--- src/rtl/dds_seq_pkg.sv ---
// Shared definitions for the DDS frequency-hop sequencer.
//   - default sizing for the hop table and counters
//   - sequencer state encoding
package dds_seq_pkg;

  localparam int unsigned DEPTH_DEF         = 8;
  localparam int unsigned SETTLE_CYCLES_DEF = 16;
  localparam int unsigned PINC_W_DEF        = 32;
  localparam int unsigned DWELL_W_DEF       = 24;

  typedef enum logic [2:0] {
    StIdle,
    StLoad,
    StCfg,
    StSettle,
    StDwell,
    StDone
  } seq_state_e;

endpackage

--- src/rtl/dds_hop_table.sv ---
// Hop table: DEPTH entries of {pinc1, pinc2, dwell}.
// Ports:
//   GCLK, reset          clock, async active-low reset (clears every entry)
//   we, waddr            write strobe and address
//   pinc1, pinc2, dwell  write data
//   re, raddr            read enable and address; data is registered
//   rd_pinc1/2, rd_dwell registered read data, held until the next read
module dds_hop_table #(
  parameter int unsigned DEPTH   = 8,
  parameter int unsigned PINC_W  = 32,
  parameter int unsigned DWELL_W = 24
) (
  input  logic                     GCLK,
  input  logic                     reset,
  input  logic                     we,
  input  logic [$clog2(DEPTH)-1:0] waddr,
  input  logic [PINC_W-1:0]        pinc1,
  input  logic [PINC_W-1:0]        pinc2,
  input  logic [DWELL_W-1:0]       dwell,
  input  logic                     re,
  input  logic [$clog2(DEPTH)-1:0] raddr,
  output logic [PINC_W-1:0]        rd_pinc1,
  output logic [PINC_W-1:0]        rd_pinc2,
  output logic [DWELL_W-1:0]       rd_dwell
);

  localparam int unsigned EntW = 2 * PINC_W + DWELL_W;

  logic [EntW-1:0] mem_q [DEPTH];
  logic [EntW-1:0] rd_q;

  always_ff @(posedge GCLK or negedge reset) begin
    if (!reset) begin
      for (int unsigned i = 0; i < DEPTH; i++) begin
        mem_q[i] <= '0;
      end
    end else if (we) begin
      mem_q[waddr] <= {pinc1, pinc2, dwell};
    end
  end

  // Read register captures the pre-write contents when read and write collide.
  always_ff @(posedge GCLK or negedge reset) begin
    if (!reset) begin
      rd_q <= '0;
    end else if (re) begin
      rd_q <= mem_q[raddr];
    end
  end

  assign {rd_pinc1, rd_pinc2, rd_dwell} = rd_q;

endmodule

--- src/rtl/dds_hop_sequencer.sv ---
// Frequency-hop sequencer for a dual-DDS source. Steps through hop-table entries:
// load entry, push both phase increments over AXI-stream style config channels,
// flush the DDS pipeline, then enable the combiner for the entry's dwell time.
// Ports:
//   GCLK, reset                     clock, async active-low reset
//   tbl_we/addr/pinc1/pinc2/dwell   hop-table write port (accepted in any state)
//   num_entries, loop_en            sequence length (sampled on start) and wrap mode
//   start, abort                    run request / stop request
//   cfg{1,2}_tdata/tvalid/tready    DDS phase-config channels
//   dds_valid                       combined DDS output valid
//   MODULE_ENA                      combiner enable (high only while dwelling)
//   busy, done, cur_idx             status
module dds_hop_sequencer
  import dds_seq_pkg::*;
#(
  parameter int unsigned DEPTH         = DEPTH_DEF,
  parameter int unsigned SETTLE_CYCLES = SETTLE_CYCLES_DEF,
  parameter int unsigned PINC_W        = PINC_W_DEF,
  parameter int unsigned DWELL_W       = DWELL_W_DEF
) (
  input  logic                     GCLK,
  input  logic                     reset,
  input  logic                     tbl_we,
  input  logic [$clog2(DEPTH)-1:0] tbl_addr,
  input  logic [PINC_W-1:0]        tbl_pinc1,
  input  logic [PINC_W-1:0]        tbl_pinc2,
  input  logic [DWELL_W-1:0]       tbl_dwell,
  input  logic [$clog2(DEPTH):0]   num_entries,
  input  logic                     loop_en,
  input  logic                     start,
  input  logic                     abort,
  output logic [PINC_W-1:0]        cfg1_tdata,
  output logic                     cfg1_tvalid,
  input  logic                     cfg1_tready,
  output logic [PINC_W-1:0]        cfg2_tdata,
  output logic                     cfg2_tvalid,
  input  logic                     cfg2_tready,
  input  logic                     dds_valid,
  output logic                     MODULE_ENA,
  output logic                     busy,
  output logic                     done,
  output logic [$clog2(DEPTH)-1:0] cur_idx
);

  localparam int unsigned IdxW    = $clog2(DEPTH);
  localparam int unsigned SetW    = (SETTLE_CYCLES > 0) ? $clog2(SETTLE_CYCLES + 1) : 1;
  localparam logic [IdxW:0] MaxEntries = (IdxW + 1)'(DEPTH);

  seq_state_e          state_q, state_d;
  logic [IdxW-1:0]     cur_idx_q, cur_idx_d;
  logic [IdxW-1:0]     last_idx_q, last_idx_d;
  logic                tvalid1_q, tvalid1_d;
  logic                tvalid2_q, tvalid2_d;
  logic                abort_pend_q, abort_pend_d;
  logic [SetW-1:0]     settle_q, settle_d;
  logic [DWELL_W-1:0]  dwell_q, dwell_d;
  logic                rd_en;
  logic [DWELL_W-1:0]  rd_dwell;

  dds_hop_table #(
    .DEPTH   (DEPTH),
    .PINC_W  (PINC_W),
    .DWELL_W (DWELL_W)
  ) u_table (
    .GCLK     (GCLK),
    .reset    (reset),
    .we       (tbl_we),
    .waddr    (tbl_addr),
    .pinc1    (tbl_pinc1),
    .pinc2    (tbl_pinc2),
    .dwell    (tbl_dwell),
    .re       (rd_en),
    .raddr    (cur_idx_q),
    .rd_pinc1 (cfg1_tdata),
    .rd_pinc2 (cfg2_tdata),
    .rd_dwell (rd_dwell)
  );

  always_ff @(posedge GCLK or negedge reset) begin
    if (!reset) begin
      state_q      <= StIdle;
      cur_idx_q    <= '0;
      last_idx_q   <= '0;
      tvalid1_q    <= 1'b0;
      tvalid2_q    <= 1'b0;
      abort_pend_q <= 1'b0;
      settle_q     <= '0;
      dwell_q      <= '0;
    end else begin
      state_q      <= state_d;
      cur_idx_q    <= cur_idx_d;
      last_idx_q   <= last_idx_d;
      tvalid1_q    <= tvalid1_d;
      tvalid2_q    <= tvalid2_d;
      abort_pend_q <= abort_pend_d;
      settle_q     <= settle_d;
      dwell_q      <= dwell_d;
    end
  end

  always_comb begin
    state_d      = state_q;
    cur_idx_d    = cur_idx_q;
    last_idx_d   = last_idx_q;
    tvalid1_d    = tvalid1_q;
    tvalid2_d    = tvalid2_q;
    abort_pend_d = abort_pend_q;
    settle_d     = settle_q;
    dwell_d      = dwell_q;
    rd_en        = 1'b0;

    unique case (state_q)
      StIdle: begin
        if (start && !abort && (num_entries != '0) && (num_entries <= MaxEntries)) begin
          last_idx_d = IdxW'(num_entries - 1'b1);
          cur_idx_d  = '0;
          state_d    = StLoad;
        end
      end
      StLoad: begin
        if (abort) begin
          state_d = StIdle;
        end else begin
          rd_en        = 1'b1;
          tvalid1_d    = 1'b1;
          tvalid2_d    = 1'b1;
          abort_pend_d = 1'b0;
          state_d      = StCfg;
        end
      end
      StCfg: begin
        // Each channel retires independently; abort only takes effect once both have.
        if (cfg1_tready) tvalid1_d = 1'b0;
        if (cfg2_tready) tvalid2_d = 1'b0;
        if (abort) abort_pend_d = 1'b1;
        if (!tvalid1_d && !tvalid2_d) begin
          state_d      = (abort || abort_pend_q) ? StIdle : StSettle;
          settle_d     = SetW'(SETTLE_CYCLES);
          abort_pend_d = 1'b0;
        end
      end
      StSettle: begin
        if (abort) begin
          state_d = StIdle;
        end else if (settle_q != '0) begin
          settle_d = settle_q - 1'b1;
        end else if (dds_valid) begin
          dwell_d = (rd_dwell == '0) ? DWELL_W'(1) : rd_dwell;
          state_d = StDwell;
        end
      end
      StDwell: begin
        if (abort) begin
          state_d = StIdle;
        end else begin
          if (dwell_q != '0) dwell_d = dwell_q - 1'b1;
          if (dwell_q <= DWELL_W'(1)) begin
            if (cur_idx_q != last_idx_q) begin
              cur_idx_d = cur_idx_q + 1'b1;
              state_d   = StLoad;
            end else if (loop_en) begin
              cur_idx_d = '0;
              state_d   = StLoad;
            end else begin
              state_d = StDone;
            end
          end
        end
      end
      StDone: begin
        state_d = StIdle;
      end
      default: begin
        state_d = StIdle;
      end
    endcase
  end

  assign cfg1_tvalid = tvalid1_q;
  assign cfg2_tvalid = tvalid2_q;
  assign MODULE_ENA  = (state_q == StDwell);
  assign busy        = (state_q != StIdle);
  assign done        = (state_q == StDone);
  assign cur_idx     = cur_idx_q;

endmodule

--- config.mk ---
export PLATFORM = sky130hd
export DESIGN_NAME = dds_hop_sequencer
export DESIGN_NICKNAME = d
export VERILOG_FILES = /design/src/rtl/dds_seq_pkg.sv /design/src/rtl/dds_hop_table.sv /design/src/rtl/dds_hop_sequencer.sv
export SDC_FILE = /design/constraint.sdc
export NUM_CORES = 1
export LEC_CHECK = 0
export CAP_MARGIN = 20
export CORE_MARGIN = 10
export CORE_UTILIZATION = 60
export DETAILED_ROUTE_END_ITERATION = 7
export PLACE_DENSITY = 0.87
export SYNTH_ARGS = -nofsm -noshare
export SYNTH_HDL_FRONTEND = slang
export SYNTH_SLANG_ARGS = --single-unit
--- constraint.sdc ---
create_clock -name GCLK -period 2.58 [get_ports GCLK]
set_input_delay 0.516 -clock GCLK [delete_from_list [all_inputs] [get_ports GCLK]]
set_output_delay 0.516 -clock GCLK [all_outputs]
set_load 0.03 [all_outputs]
==> results of run 1 <==
## power by group through the flow
stage	Sequential (mW)	Clock, mW	Combinational (mW)
after detailed placement	19.0	0	13.7
after CTS	18.8	12.5	13.9
after floorplan	19.1	0	8.71
after global routing	19.2	13.1	14.9
final	18.9	12.4	13.8
after global placement	18.6	0	13.1
## cell usage after synthesis (9+ instances only)
library cell / n / share of area
dfrtp_1: 833 / 0.57
inv_1: 10 / 0.0010
nand3_1: 9 / 0.0012
buf_2: 36 / 0.0049
nand2_1: 199 / 0.020
nor4_1: 13 / 0.0022
a21oi_1: 29 / 0.0040
nor3_1: 14 / 0.0019
mux4_2: 176 / 0.11
a31oi_1: 93 / 0.016
o21ai_0: 30 / 0.0041
nor2_1: 111 / 0.011
buf_1: 14 / 0.0014
clkbuf_1: 114 / 0.012
or3_1: 9 / 0.0015
mux2_2: 702 / 0.22
## sequential cells by signal, indices dropped and copies added, names as in the netlist
signal         count
u_table.mem_q    704
abort_pend_q       1
settle_q           5
state_q            3
last_idx_q         3
dwell_q           24
cur_idx            3
cfg2_tvalid        1
cfg1_tvalid        1
u_table.rd_q      88
## through the flow
stage               total power, mW  setup WS [ps]  instances
finish                         45.1            103       3566
detailed placement             32.7            130       3401
global placement               31.8            142       3401
global route                   47.2           46.7       3561
floorplan                      27.9            356       2501
CTS                            45.2           17.0       3555
## worst max-delay path: cells and delay by family (launching register included)
kind	cells	cell delay, ps
flops	1	380
simple gates	1	420
buf+inv	2	540
## cell families after synthesis
kind of cell	after synthesis	synth area share
multiplexers	882	0.325
flip-flops	833	0.568
AND/OR/NAND/NOR	395	0.0477
AO/OA/AOI/OAI	199	0.0355
buffers and inverters	180	0.0204
adder cells (fa/ha/maj)	7	0.00239
XOR/XNOR	5	0.00119
## worst max-delay path by stage
stage | slack (ps) | start | cells past startpoint | end
finish | 100 | state_q[1]$_DFFE_PN0P_ | 3 | busy
global route | 50 | state_q[1]$_DFFE_PN0P_ | 3 | busy
CTS | 20 | state_q[1]$_DFFE_PN0P_ | 3 | done
detailed placement | 130 | tbl_addr[0] | 5 | u_table.mem_q[575]$_DFFE_PN0P_
global placement | 140 | num_entries[0] | 8 | cur_idx[0]$_DFFE_PN0P_
floorplan | 360 | tbl_we | 6 | u_table.mem_q[507]$_DFFE_PN0P_
## cell type report
class | instances | area share
Sequential cell | 833 | 0.483
Multi-Input combinational cell | 1488 | 0.350
Timing Repair Buffer | 287 | 0.0781
Clock buffer | 128 | 0.0569
Tap cell | 782 | 0.0226
Clock inverter | 25 | 0.00759
Inverter | 12 | 0.00107
Antenna cell | 11 | 0.000637
## repair_timing
action,in CTS,in global routing
setup endpoints to repair,2,5
resized for setup,2,3
hold endpoints to repair,39,0
hold buffers,1,0
## per-layer routing
| metal | routed length, um | vias to the layer above |
|---|---|---|
| met5 | 56 | - |
| met4 | 2340 | 8 |
| met3 | 5230 | 189 |
| met2 | 46100 | 773 |
| met1 | 35800 | 12285 |
| li1 | - | 9687 |
==> results_dict.tcl, run 1 <==
set metrics [dict create \
    syn_avg_cell_area_sq_um 14.7 \
    cap_violations 0 \
    drtPass1Iterations 5 \
    grt_most_used_layer "met2" \
    reg2reg_to "dwell_q[16]$_DFFE_PN0P_" \
    rr_startpoint "dwell_q[0]$_DFFE_PN0P_" \
    final_area_sq_um 43200 \
    synth_ff_type "dfrtp_1" \
    core_sq_um 60500 \
    ir_drop_mv 0.673 \
    fin_skew_ps 14.0 \
    port_buffers 175 \
    fp.dieArea_sq_um 71400 \
    layout_min_cycle_time_ps 2480 \
    grt_pass1_wl_mm 143 \
    r2r_slack_ps 260 \
    worst_setup_path_start_kind "register" \
    crit_type "reg -> out" \
    report.final.slew_viol_count 0 \
    ys_seq_area_frac 0.568 \
    multiInputGateArea_sq_um 15100 \
    reg2reg_depth 7 \
    hold_path_class "in -> async" \
    clkLatencyLatePin_ps 630 \
    met1_usage 0.326 \
    rsz0062_at_grt "no" \
    finalHoldViolCount 0 \
    root_buffer "clkbuf_16" \
    clockBufferDepth 3 \
    worstPathRequired_ps 2060 \
    slowest_delay_ps 420 \
    seqCellArea_sq_um 20900 \
    nFillCells 3485 \
    clkPwrFrac 0.275 \
    postCtsSetupBuffers 0 \
    fmax_mhz 404 \
    hold_slack_ps 418 \
    p_leak_nw 17.9 \
    syn_to_final_growth_pct 17.8 \
    share_seq_of_total_power 0.420 \
    drt_iter0_drc 1944 \
    rows 90 \
    tns_ps 0 \
    wirelength_mm 89.5 \
    yosys.cell_types.count 68 \
    synth_nets 2612 \
    netlist_area_sq_um 36700 \
    initial_core_util 0.607 \
    syn_inst 2501 \
    finalCoreUtilization 0.715 \
    die_y_um 267 \
    endpoint_kind "output pin" \
    clk_pin_slew_worst_paths_ps 60 \
    antenna_found_initial 12 \
    post-route-period-util 0.960 \
    p_int_mw 30.8 \
    cts_tree "yes" \
    drive_gt1_frac 0.411 \
    synth-edff-count 0 \
    worst_pin_slew_ps 653 \
    postRouteAntennaNets 0 \
    h-tree-depth 3 \
    gp_congestion 0.837 \
    grt-ovfl-total 0 \
    cts.sink_count 833 \
    grtUsageTotal 0.254 \
    avgViaCountPerCell 6.43 \
    grt_max_degree 125 \
    yosys_warnings 0 \
    relSlewSlack 0.565 \
    die_w_um 267 \
    switching_share 0.317 \
    use_met3 0.0460 \
    vias 22942 \
    numCtsBuffers 85 \
    grt_pass1_vias 25035 \
    slowest_stage "or3_1" \
    drcViolationCount 0 \
    ys_async_sr_fraction 1.00 \
    io_pins 176 \
    p_sw_mw 14.3 \
    drt-wirelength-per-cell_um 25.1 \
    p_comb_frac 0.306 \
    dp_hpwl_mm 54.6 \
    fin_nets 2818 \
    cp_data_arrival_time_ps 1960 \
    final_cell_mix "830 x dfrtp_1, 702 x mux2_2, 199 x nand2_1, 176 x mux4_2, 171 x clkdlybuf4s50_1" \
    setup_viol 0 \
    ys_seq_elements 833 \
    crit_chain "buf_4 > or3_1 > dlygate4sd2_1" \
    status "finished, final reports clean" \
    dpl-instance-area_sq_um 40400 \
    met2_usage 0.433 \
    pwr_density_cell_nw_per_um2 1040 \
    layout_commonest_cell "dfrtp_1" \
    crit_fanout 8 \
]
Note: power is estimated with default switching activity, not from simulation.
==> inputs of run 2 (changes only) <==
clock period = 2.54 ns   (was 2.58 ns; I/O delays follow)
==> results_dict.tcl, run 2 (synthesis gave the netlist of run 1 again) <==
set metrics [dict create \
    status "finished, final reports clean" \
    reg2reg_to "cur_idx[0]$_DFFE_PN0P_" \
    grt_max_degree 80 \
    drive_gt1_frac 0.414 \
    largest_reg_flops 704 \
    clkLatencyLatePin_ps 630 \
    critical_path_depth 3 \
    p_leak_nw 17.9 \
    final_area_sq_um 43200 \
    ir_drop_mv 0.727 \
    antenna_found_initial 12 \
    met2_usage 0.440 \
    grt_most_used_layer "met2" \
    postRouteAntennaNets 0 \
    cp-startpoint "state_q[1]$_DFFE_PN0P_" \
    drcViolationCount 0 \
    crit_chain "buf_4 > or3_1 > dlygate4sd2_1" \
    rsz0062_at_grt "no" \
    drtPass1Iterations 7 \
    crit_fanout 8 \
    dp_hpwl_mm 55.3 \
    h-tree-depth 3 \
    wirelength_mm 90.1 \
    fin_nets 2815 \
    final_cell_mix "830 x dfrtp_1, 702 x mux2_2, 199 x nand2_1, 176 x mux4_2, 170 x clkdlybuf4s50_1" \
    grt_pass1_vias 25383 \
    port_buffers 175 \
    io_pins 176 \
    cts.sink_count 833 \
    drt-wirelength-per-cell_um 25.3 \
    top_register "u_table.mem_q" \
    slowest_delay_ps 410 \
    postCtsSetupBuffers 0 \
    endpoint_kind "output pin" \
    endpoint "busy" \
    avgViaCountPerCell 6.46 \
    crit_type "reg -> out" \
    cts_tree "yes" \
    root_buffer "clkbuf_16" \
    numCtsBuffers 84 \
    layout_commonest_cell "dfrtp_1" \
    setup_slack_ps 68.8 \
    layout_min_cycle_time_ps 2470 \
    initial_core_util 0.607 \
    fp.dieArea_sq_um 71400 \
    cp_top_family "buffers and inverters" \
    reg2reg_depth 5 \
    finalHoldViolCount 0 \
    die_y_um 267 \
    worstPathRequired_ps 2030 \
    grt-ovfl-total 0 \
    rr_startpoint "dwell_q[15]$_DFFE_PN0P_" \
    largestRegisters "u_table.mem_q: 704 flops, u_table.rd_q: 88 flops, dwell_q: 24 flops" \
    slowest_stage "or3_1" \
    die_w_um 267 \
    syn_to_final_growth_pct 17.8 \
    vias 22993 \
    pwr_density_cell_nw_per_um2 1060 \
    met1_usage 0.321 \
    r2r_slack_ps 200 \
    cp_data_arrival_time_ps 1960 \
    drt_iter0_drc 2102 \
    hold_path_class "in -> reg" \
    report.final.slew_viol_count 0 \
    core_sq_um 60500 \
    relSlewSlack 0.506 \
    worst_pin_slew_ps 739 \
    clk_pin_slew_worst_paths_ps 60 \
    tns_ps 0 \
    clockBufferDepth 3 \
    use_met3 0.0497 \
    path_buf_inv 2 \
    dp_slack_ps 56.9 \
    grt_pass1_wl_mm 143 \
    worst_setup_path_start_kind "register" \
    fin_skew_ps 17.1 \
    gp_congestion 0.867 \
    cap_violations 0 \
    grtUsageTotal 0.254 \
    post-route-period-util 0.973 \
    rows 90 \
    dpl-instance-area_sq_um 40400 \
    fmax_mhz 405 \
    setup_viol 0 \
]
## run 2: metrics by stage
stage	instances	utilization	power, mW	hold slack, ps
CTS	3552	0.714	46.0	437
finish	3559	0.715	45.9	453
global placement	3399	0.668	32.4	462
floorplan	2501	-	28.3	212
detailed placement	3399	0.668	33.3	474
global route	3555	0.715	48.0	458
## run 2: final cells by class
cell class                      instances  area (sq um)
Sequential cell                       833         20900
Fill cell                            3514         17200
Multi-Input combinational cell       1488         15100
Timing Repair Buffer                  285          3380
Clock buffer                          124          2500
Tap cell                              782           978
Clock inverter                         28           309
Inverter                               12          46.3
Antenna cell                            7          17.5
## run 2: per-layer routing
metal / part of all wire / wire length, um / vias to the layer above
li1: - / - / 9674
met1: 0.39 / 35400 / 12378
met2: 0.52 / 47000 / 762
met3: 0.062 / 5580 / 165
met4: 0.023 / 2070 / 14
met5: 0.00089 / 80 / -
## run 2: worst min-delay path by stage
stage	start	end	cells after the start
2_1_floorplan	reset	abort_pend_q$_DFFE_PN0P_	0
3_3_place_gp	u_table.mem_q[336]$_DFFE_PN0P_	u_table.mem_q[336]$_DFFE_PN0P_	1
3_5_place_dp	u_table.mem_q[336]$_DFFE_PN0P_	u_table.mem_q[336]$_DFFE_PN0P_	1
4_1_cts	cfg1_tready	cfg1_tvalid$_DFFE_PN0P_	2
5_1_grt	cfg1_tready	cfg1_tvalid$_DFFE_PN0P_	2
6_report	cfg1_tready	cfg1_tvalid$_DFFE_PN0P_	2
## run 2: repair_timing
item,in CTS,in global routing
endpoints found under the hold margin,34,0
gates resized for setup,4,2
setup endpoints to repair,4,4
hold buffers,1,0
## run 2: worst reg2reg max path: stages, from the launching register on
cell,delay (ps)
dfrtp_1,450
nor4_1,580
nand4b_4,200
nor3_1,400
o211a_1,260
mux2_2,350
## run 2: power by group
group / switching [mW] / leakage [nW] / internal [mW] / total (mW)
Sequential: 2.41 / 9.93 / 16.8 / 19.2
Combinational: 6.99 / 6.58 / 7.16 / 14.1
Clock: 5.18 / 1.40 / 7.35 / 12.5
Total: 14.6 / 17.9 / 31.3 / 45.9
